`src/rtl/prince_cms_pkg.sv`:
```
// Shared constants and helpers for the masked PRINCE S-box: lookup tables,
// ANF extraction, share-tuple indexing and the fresh-randomness width.
package prince_cms_pkg;

    // Nibble for index x sits at bits [4x+3:4x].
    localparam logic [63:0] SBOX_FWD = 64'h4D5E_0876_19CA_23FB;
    localparam logic [63:0] SBOX_INV = 64'h1CE5_046A_98DF_237B;

    function automatic int rnd_width(input int shares);
        return 4 * (shares ** 3 - shares);
    endfunction

    // Bit 16*b+m is set when monomial m (product of the x bits set in m)
    // appears in the ANF of output bit b; in-place Moebius transform.
    function automatic logic [63:0] anf_masks(input logic [63:0] tbl);
        logic [15:0] f;
        logic [63:0] res;
        res = '0;
        for (int b = 0; b < 4; b++) begin
            for (int x = 0; x < 16; x++) f[x] = tbl[4 * x + b];
            for (int i = 0; i < 4; i++)
                for (int x = 0; x < 16; x++)
                    if (((x >> i) & 1) == 1) f[x] = f[x] ^ f[x ^ (1 << i)];
            res[16 * b +: 16] = f;
        end
        return res;
    endfunction

    function automatic int tuple_idx(input int i, input int j, input int k, input int shares);
        return (i * shares + j) * shares + k;
    endfunction

    // Position of (s,j,k) among the non-diagonal members of group s.
    function automatic int grp_member(input int s, input int j, input int k, input int shares);
        int n;
        n = j * shares + k;
        return (n > s * shares + s) ? n - 1 : n;
    endfunction

endpackage

```
`src/rtl/prince_cms_partial.sv`:
```
// One CMS partial nibble for share tuple (I,J,K); reads only shares I, J, K.
// With PRINCE_SBOX_INV_EN defined, input inv selects the inverse S-box.
module prince_cms_partial
    import prince_cms_pkg::*;
#(
    parameter int I = 0,
    parameter int J = 0,
    parameter int K = 0
) (
    input  logic [3:0] si,
    input  logic [3:0] sj,
    input  logic [3:0] sk,
`ifdef PRINCE_SBOX_INV_EN
    input  logic       inv,
`endif
    output logic [3:0] p
);

    localparam logic [63:0] ANF_FWD = anf_masks(SBOX_FWD);

    logic [63:0] anf;
`ifdef PRINCE_SBOX_INV_EN
    localparam logic [63:0] ANF_INV = anf_masks(SBOX_INV);
    assign anf = inv ? ANF_INV : ANF_FWD;
`else
    assign anf = ANF_FWD;
`endif

    // Monomial term owned by this tuple: cubic terms by (i,j,k), quadratic
    // by (i,j,j), linear by (i,i,i), the constant by (0,0,0).
    function automatic logic mono_term(input logic [3:0] m, input logic [3:0] a,
                                       input logic [3:0] b, input logic [3:0] c);
        logic [1:0] v [3];
        int d;
        logic t;
        v = '{2'd0, 2'd0, 2'd0};
        d = 0;
        for (int n = 0; n < 4; n++) begin
            if (m[n]) begin
                if (d < 3) v[d] = 2'(n);
                d++;
            end
        end
        case (d)
            0:       t = (I == 0) && (J == 0) && (K == 0);
            1:       t = ((I == J) && (J == K)) ? a[v[0]] : 1'b0;
            2:       t = (J == K) ? (a[v[0]] & b[v[1]]) : 1'b0;
            3:       t = a[v[0]] & b[v[1]] & c[v[2]];
            default: t = 1'b0;
        endcase
        return t;
    endfunction

    always_comb begin
        p = '0;
        for (int b = 0; b < 4; b++)
            for (int m = 0; m < 16; m++)
                if (anf[16 * b + m]) p[b] = p[b] ^ mono_term(4'(m), si, sj, sk);
    end

endmodule

```
`src/rtl/prince_sbox_cms_pipe.sv`:
```
// Two-stage CMS-masked PRINCE S-box: refreshed partials, then compression.
// Define PRINCE_SBOX_INV_EN to add the inv port and the inverse S-box mode.
module prince_sbox_cms_pipe
    import prince_cms_pkg::*;
#(
    parameter int SHARES = 2,
    localparam int RND_W = rnd_width(SHARES)
) (
    input  logic                  clk,
    input  logic                  rst,
    input  logic                  in_valid,
    input  logic [4*SHARES-1:0]   in_shares,
    input  logic [RND_W-1:0]      rnd,
`ifdef PRINCE_SBOX_INV_EN
    input  logic                  inv,
`endif
    output logic                  out_valid,
    output logic [4*SHARES-1:0]   out_shares
);

    localparam int NT = SHARES ** 3;
    localparam int NG = SHARES * SHARES;
    localparam int G  = NG - 1;

    logic [3:0]          p_comb [NT];
    logic [3:0]          p_q    [NT];
    logic [1:0]          vld;
    logic [4*SHARES-1:0] out_next;

    for (genvar i = 0; i < SHARES; i++) begin : g_i
        for (genvar j = 0; j < SHARES; j++) begin : g_j
            for (genvar k = 0; k < SHARES; k++) begin : g_k
                localparam int T = tuple_idx(i, j, k, SHARES);
                logic [3:0] raw;

                prince_cms_partial #(.I(i), .J(j), .K(k)) u_part (
                    .si  (in_shares[4*i +: 4]),
                    .sj  (in_shares[4*j +: 4]),
                    .sk  (in_shares[4*k +: 4]),
`ifdef PRINCE_SBOX_INV_EN
                    .inv (inv),
`endif
                    .p   (raw)
                );

                // Ring refresh cancels across each group, so compression is unbiased.
                if ((i == j) && (j == k)) begin : g_diag
                    assign p_comb[T] = raw;
                end else begin : g_ref
                    localparam int N  = grp_member(i, j, k, SHARES);
                    localparam int N1 = (N + 1) % G;
                    assign p_comb[T] = raw ^ rnd[4*(i*G + N) +: 4] ^ rnd[4*(i*G + N1) +: 4];
                end
            end
        end
    end

    always_ff @(posedge clk) begin
        if (rst) begin
            vld <= '0;
            for (int t = 0; t < NT; t++) p_q[t] <= '0;
        end else begin
            vld <= {vld[0], in_valid};
            if (in_valid)
                for (int t = 0; t < NT; t++) p_q[t] <= p_comb[t];
        end
    end

    always_comb begin
        out_next = '0;
        for (int s = 0; s < SHARES; s++)
            for (int m = 0; m < NG; m++)
                out_next[4*s +: 4] = out_next[4*s +: 4] ^ p_q[s*NG + m];
    end

    always_ff @(posedge clk) begin
        if (rst)
            out_shares <= '0;
        else if (vld[0])
            out_shares <= out_next;
    end

    assign out_valid = vld[1];

endmodule
```
`config.mk`:
```
export PLATFORM = sky130hd
export DESIGN_NAME = prince_sbox_cms_pipe
export DESIGN_NICKNAME = d
export VERILOG_FILES = /design/src/rtl/prince_cms_pkg.sv /design/src/rtl/prince_cms_partial.sv /design/src/rtl/prince_sbox_cms_pipe.sv
export SDC_FILE = /design/constraint.sdc
export NUM_CORES = 1
export LEC_CHECK = 0
export CAP_MARGIN = 15
export CORE_UTILIZATION = 35
export CTS_CLUSTER_SIZE = 20
export DETAILED_ROUTE_END_ITERATION = 8
export REMOVE_ABC_BUFFERS = 1
export SYNTH_ARGS = -nofsm -noshare
export SYNTH_HDL_FRONTEND = slang
export SYNTH_SLANG_ARGS = --single-unit
```
`constraint.sdc`:
```
create_clock -name clk -period 3.1 [get_ports clk]
set_input_delay 0.62 -clock clk [delete_from_list [all_inputs] [get_ports clk]]
set_output_delay 0.62 -clock clk [all_outputs]
set_load 0.01 [all_outputs]
```
==> metrics.md <==
| Metric | Value |
|---|---|
| Outcome | `finished clean` |
| Largest family of logic cells by synthesized area | `XOR/XNOR gates` |
| Via count | `2179` |
| Final clock period utilization by the worst path | `76.5%` |
| Clock Path Buffers | `2` |
| Clock sink count | `42` |
| Final hold vios | `0` |
| CTS tree | `built` |
| Synthesized flop and latch total | `42` |
| Clk root buf | `clkbuf_8` |
| Clock transition at the registers of the reported paths | `~0.09 ns` |
| Tot GR Track Use | `between 10% and 20%` |
| WP data required | `3.16 ns` |
| Pin count of the biggest net entering global routing | `33` |
| Routed vias/inst | `just under 5` |
| Final Cell Area | `~0.0035 mm^2` |
| Area Growth Syn to Fin | `24.0%` |
| Drt total wl | `approximately 5800 um` |
| Synth Area in Compound Gates | `a little under an eighth` |
| First-pass GRT wire length | `between 9000 and 10000 um` |
| Number of flops mapped to enable cells by yosys | `32` |
| CP Launch Type | `input pin` |
| Cell taking the most area after synthesis | `edfxtp_1` |
| Setup violations, final | `0` |
| Xor/xnor share of the synthesized area | `a little under a quarter` |
| DR WL/cell | `roughly 13 um` |
| IO Count | `44` |
| H-tree depth | `2` |
| Top FF cell, synth | `edfxtp_1` |
| Syn. warnings | `0` |
| Number of diodes | `0` |
| Initial Util | `roughly 37%` |
| Yosys top cell area share | `between 30% and 40%` |
| CP Capture Type | `flop` |
| Syn Inst Count | `298` |
| Routed Antenna Nets | `0` |
| Final Util | `45.3%` |
| Worst reg2reg path startpoint | `p_q[1][7]$_SDFFCE_PN0P_` |
| Die Height | `~92 um` |
| Slowest cell on crit path | `clkdlybuf4s50_1` |
| Dominant cells by area after synthesis | `edfxtp_1 (34%), xnor2_1 (17%), dfxtp_1 (7.0%), xor2_1 (5.5%), nor2_1 (3.8%)` |
| Slew HR | `58.8%` |
| WHS Path Cells | `2` |
| Residual DRC | `0` |
| Leakage | `between 1 and 1.5 nW` |
| Overflow after GRT | `0` |
| Fraction of the mapped netlist area in adder cells | `less than 1%` |
| Hold-fix buffers, CTS | `0` |
| CTS resizes | `0` |
| Die area | `0.00852 mm^2` |
| Post-synthesis mux area share | `approximately 1.1%` |
| Initial DRT Pass Iterations | `4` |
| Port Buffers | `43` |
| RSZ-0062 raised after global routing | `no` |
| Max cap viols | `0` |
| Fmax | `between 400 and 500 MHz` |
| # rows | `32` |
| Pwr Density | `between 400 and 500 mW/mm^2` |
| Crit path cell chain | `clkdlybuf4s50_1 -> buf_4 -> nand2_1 -> a211o_1 -> a211oi_1 -> nor3b_1` |
| Worst-Margin Slew | `roughly 0.62 ns` |
| Vias in the first global route | `2078` |
| Hold Crit Class | `flop to flop` |
| Crit path launch | `in_shares[6]` |
| Postcts setup bufs | `0` |
| Setup TNS | `0 ns` |
| Nets | `about 370` |
| Cell Area, Placed | `about 0.0034 mm^2` |
| Critical path class | `input pin to flop` |
| Die Wd | `92.3 um` |
| Post-synthesis sequential area ratio | `approximately two fifths` |
| Clk_skew | `about 0.011 ns` |
| Number of CTS-inserted buffers | `5` |
| Syn Area/Cell | `~9.6 um^2` |
| Tmin final | `approximately 2.4 ns` |
| Distinct cells, synth | `44` |
| Cell Area, Synth | `0.00285 mm^2` |
| Initial antenna violation count | `0` |
| Core ar. | `0.00781 mm^2` |
| Worst Reg-to-Reg Cells | `3` |
| Fraction of layout cells with a size suffix above 1 | `under 10%` |
| Max-slew violation count | `0` |
| CP max stage delay | `0.81 ns` |
| Clk_lat worst skew | `approximately 0.31 ns` |
| CP arrival | `~2.4 ns` |
| Synth Area in Simple Gates | `17.8%` |
| Ys async rst share | `0%` |
| Max FO, Critical Path | `15` |
| Gpl congestion | `0.810` |
| Hold_sp | `out_shares[5]$_SDFFE_PP0P_` |
| Peak supply drop | `roughly 0.00018 V` |
| DR iter-0 viols | `slightly above 80` |
| Post-DP HPWL | `about 4300 um` |
## report_power, final
part           switching (mW)  internal (mW)
Sequential             0.0268          0.668
Clock                   0.206          0.290
Combinational           0.192          0.219
Total                   0.424           1.18
## worst max-delay path, delay by kind of cell
family | cells | cell delay (ns)
buffers and inverters | 2 | 1.08
AND/OR/NAND/NOR | 2 | 0.17
AO/OA/AOI/OAI | 2 | 0.55
## cell type report
cell class	instances	area [um^2]
fill	767	4270
clock buffer	6	93.8
timing repair buffer	56	528
tap	102	128
clock inverter	2	38.8
inverter	4	15.0
sequential	42	1160
multi-input combinational	228	1570
## cells in the mapped netlist (all sizes together), types with 2 or more instances
master  count
a211oi     12
a21boi      4
a21oi      18
a31oi       2
and2        2
and3        4
and3b       2
and4b       2
buf        10
clkbuf     14
dfxtp      10
edfxtp     32
inv         4
mux2i       2
nand2      14
nand2b      6
nand3      13
nand3b      3
nor2       29
nor2b       4
nor3        5
nor3b       4
o211ai      3
o21ai       7
or3         2
xnor2      55
xnor3       2
xor2       18
## flip-flops by register name, summed over array words and instances (netlist names)
signal	cells
out_shares	8
p_q	32
vld	2
## path summary, 6_finish.rpt
kind                                              endpoint  slack, ns
worst max-delay path              p_q[0][15]$_SDFFCE_PN0P_       0.73
worst min-delay path            out_shares[5]$_SDFFE_PP0P_       0.49
worst max register to register  out_shares[7]$_SDFFE_PP0P_       2.00
worst min register to register  out_shares[5]$_SDFFE_PP0P_       0.49
## through the flow
step | power (mW) | hold slack, ns | setup slack, ns | cells
finish | 1.60 | 0.486 | 0.729 | 440
global route | 1.68 | 0.502 | 0.643 | 440
CTS | 1.61 | 0.492 | 0.741 | 440
detailed placement | 1.12 | 0.481 | 0.429 | 432
global placement | 1.11 | 0.476 | 0.460 | 432
floorplan | 0.956 | 0.500 | 1.35 | 274
## layer usage
metal,track usage [%],part of all wire [%]
met1,19.4,48
met2,24.7,47
met3,2.05,3.6
met4,4.30,1.3
met5,0,0
## cell usage in the layout, fill, tap and decap left out, types with 2 or more instances in the layout
| master | n |
|---|---|
| a21oi_1 | 18 |
| nand3_1 | 13 |
| nor3_1 | 5 |
| nor2_1 | 29 |
| nand3b_1 | 3 |
| buf_4 | 13 |
| o21ai_0 | 7 |
| and3_1 | 4 |
| o211ai_1 | 3 |
| and3b_1 | 2 |
| nor2b_1 | 4 |
| clkbuf_8 | 5 |
| xor2_1 | 18 |
| and4b_1 | 2 |
| xnor2_1 | 55 |
| dfxtp_1 | 10 |
| nand2b_1 | 6 |
| nand2_1 | 14 |
| xnor3_1 | 2 |
| mux2i_1 | 2 |
| a31oi_1 | 2 |
| edfxtp_1 | 32 |
| a21boi_0 | 4 |
| nor3b_1 | 4 |
| or3_1 | 2 |
| clkdlybuf4s50_1 | 43 |
| inv_1 | 4 |
| and2_1 | 2 |
| a211oi_1 | 12 |
## kinds of logic (layout without fill, tap and decap cells)
kind of cell / count (synthesis) / in the layout
AND/OR/NAND/NOR: 96 / 96
XOR/XNOR: 75 / 75
AO/OA/AOI/OAI: 53 / 53
flip-flops: 42 / 42
buffers and inverters: 28 / 68
multiplexers: 3 / 3
adder cells (fa/ha/maj): 1 / 1
No activity file was read; power rests on OpenSTA's default activity.
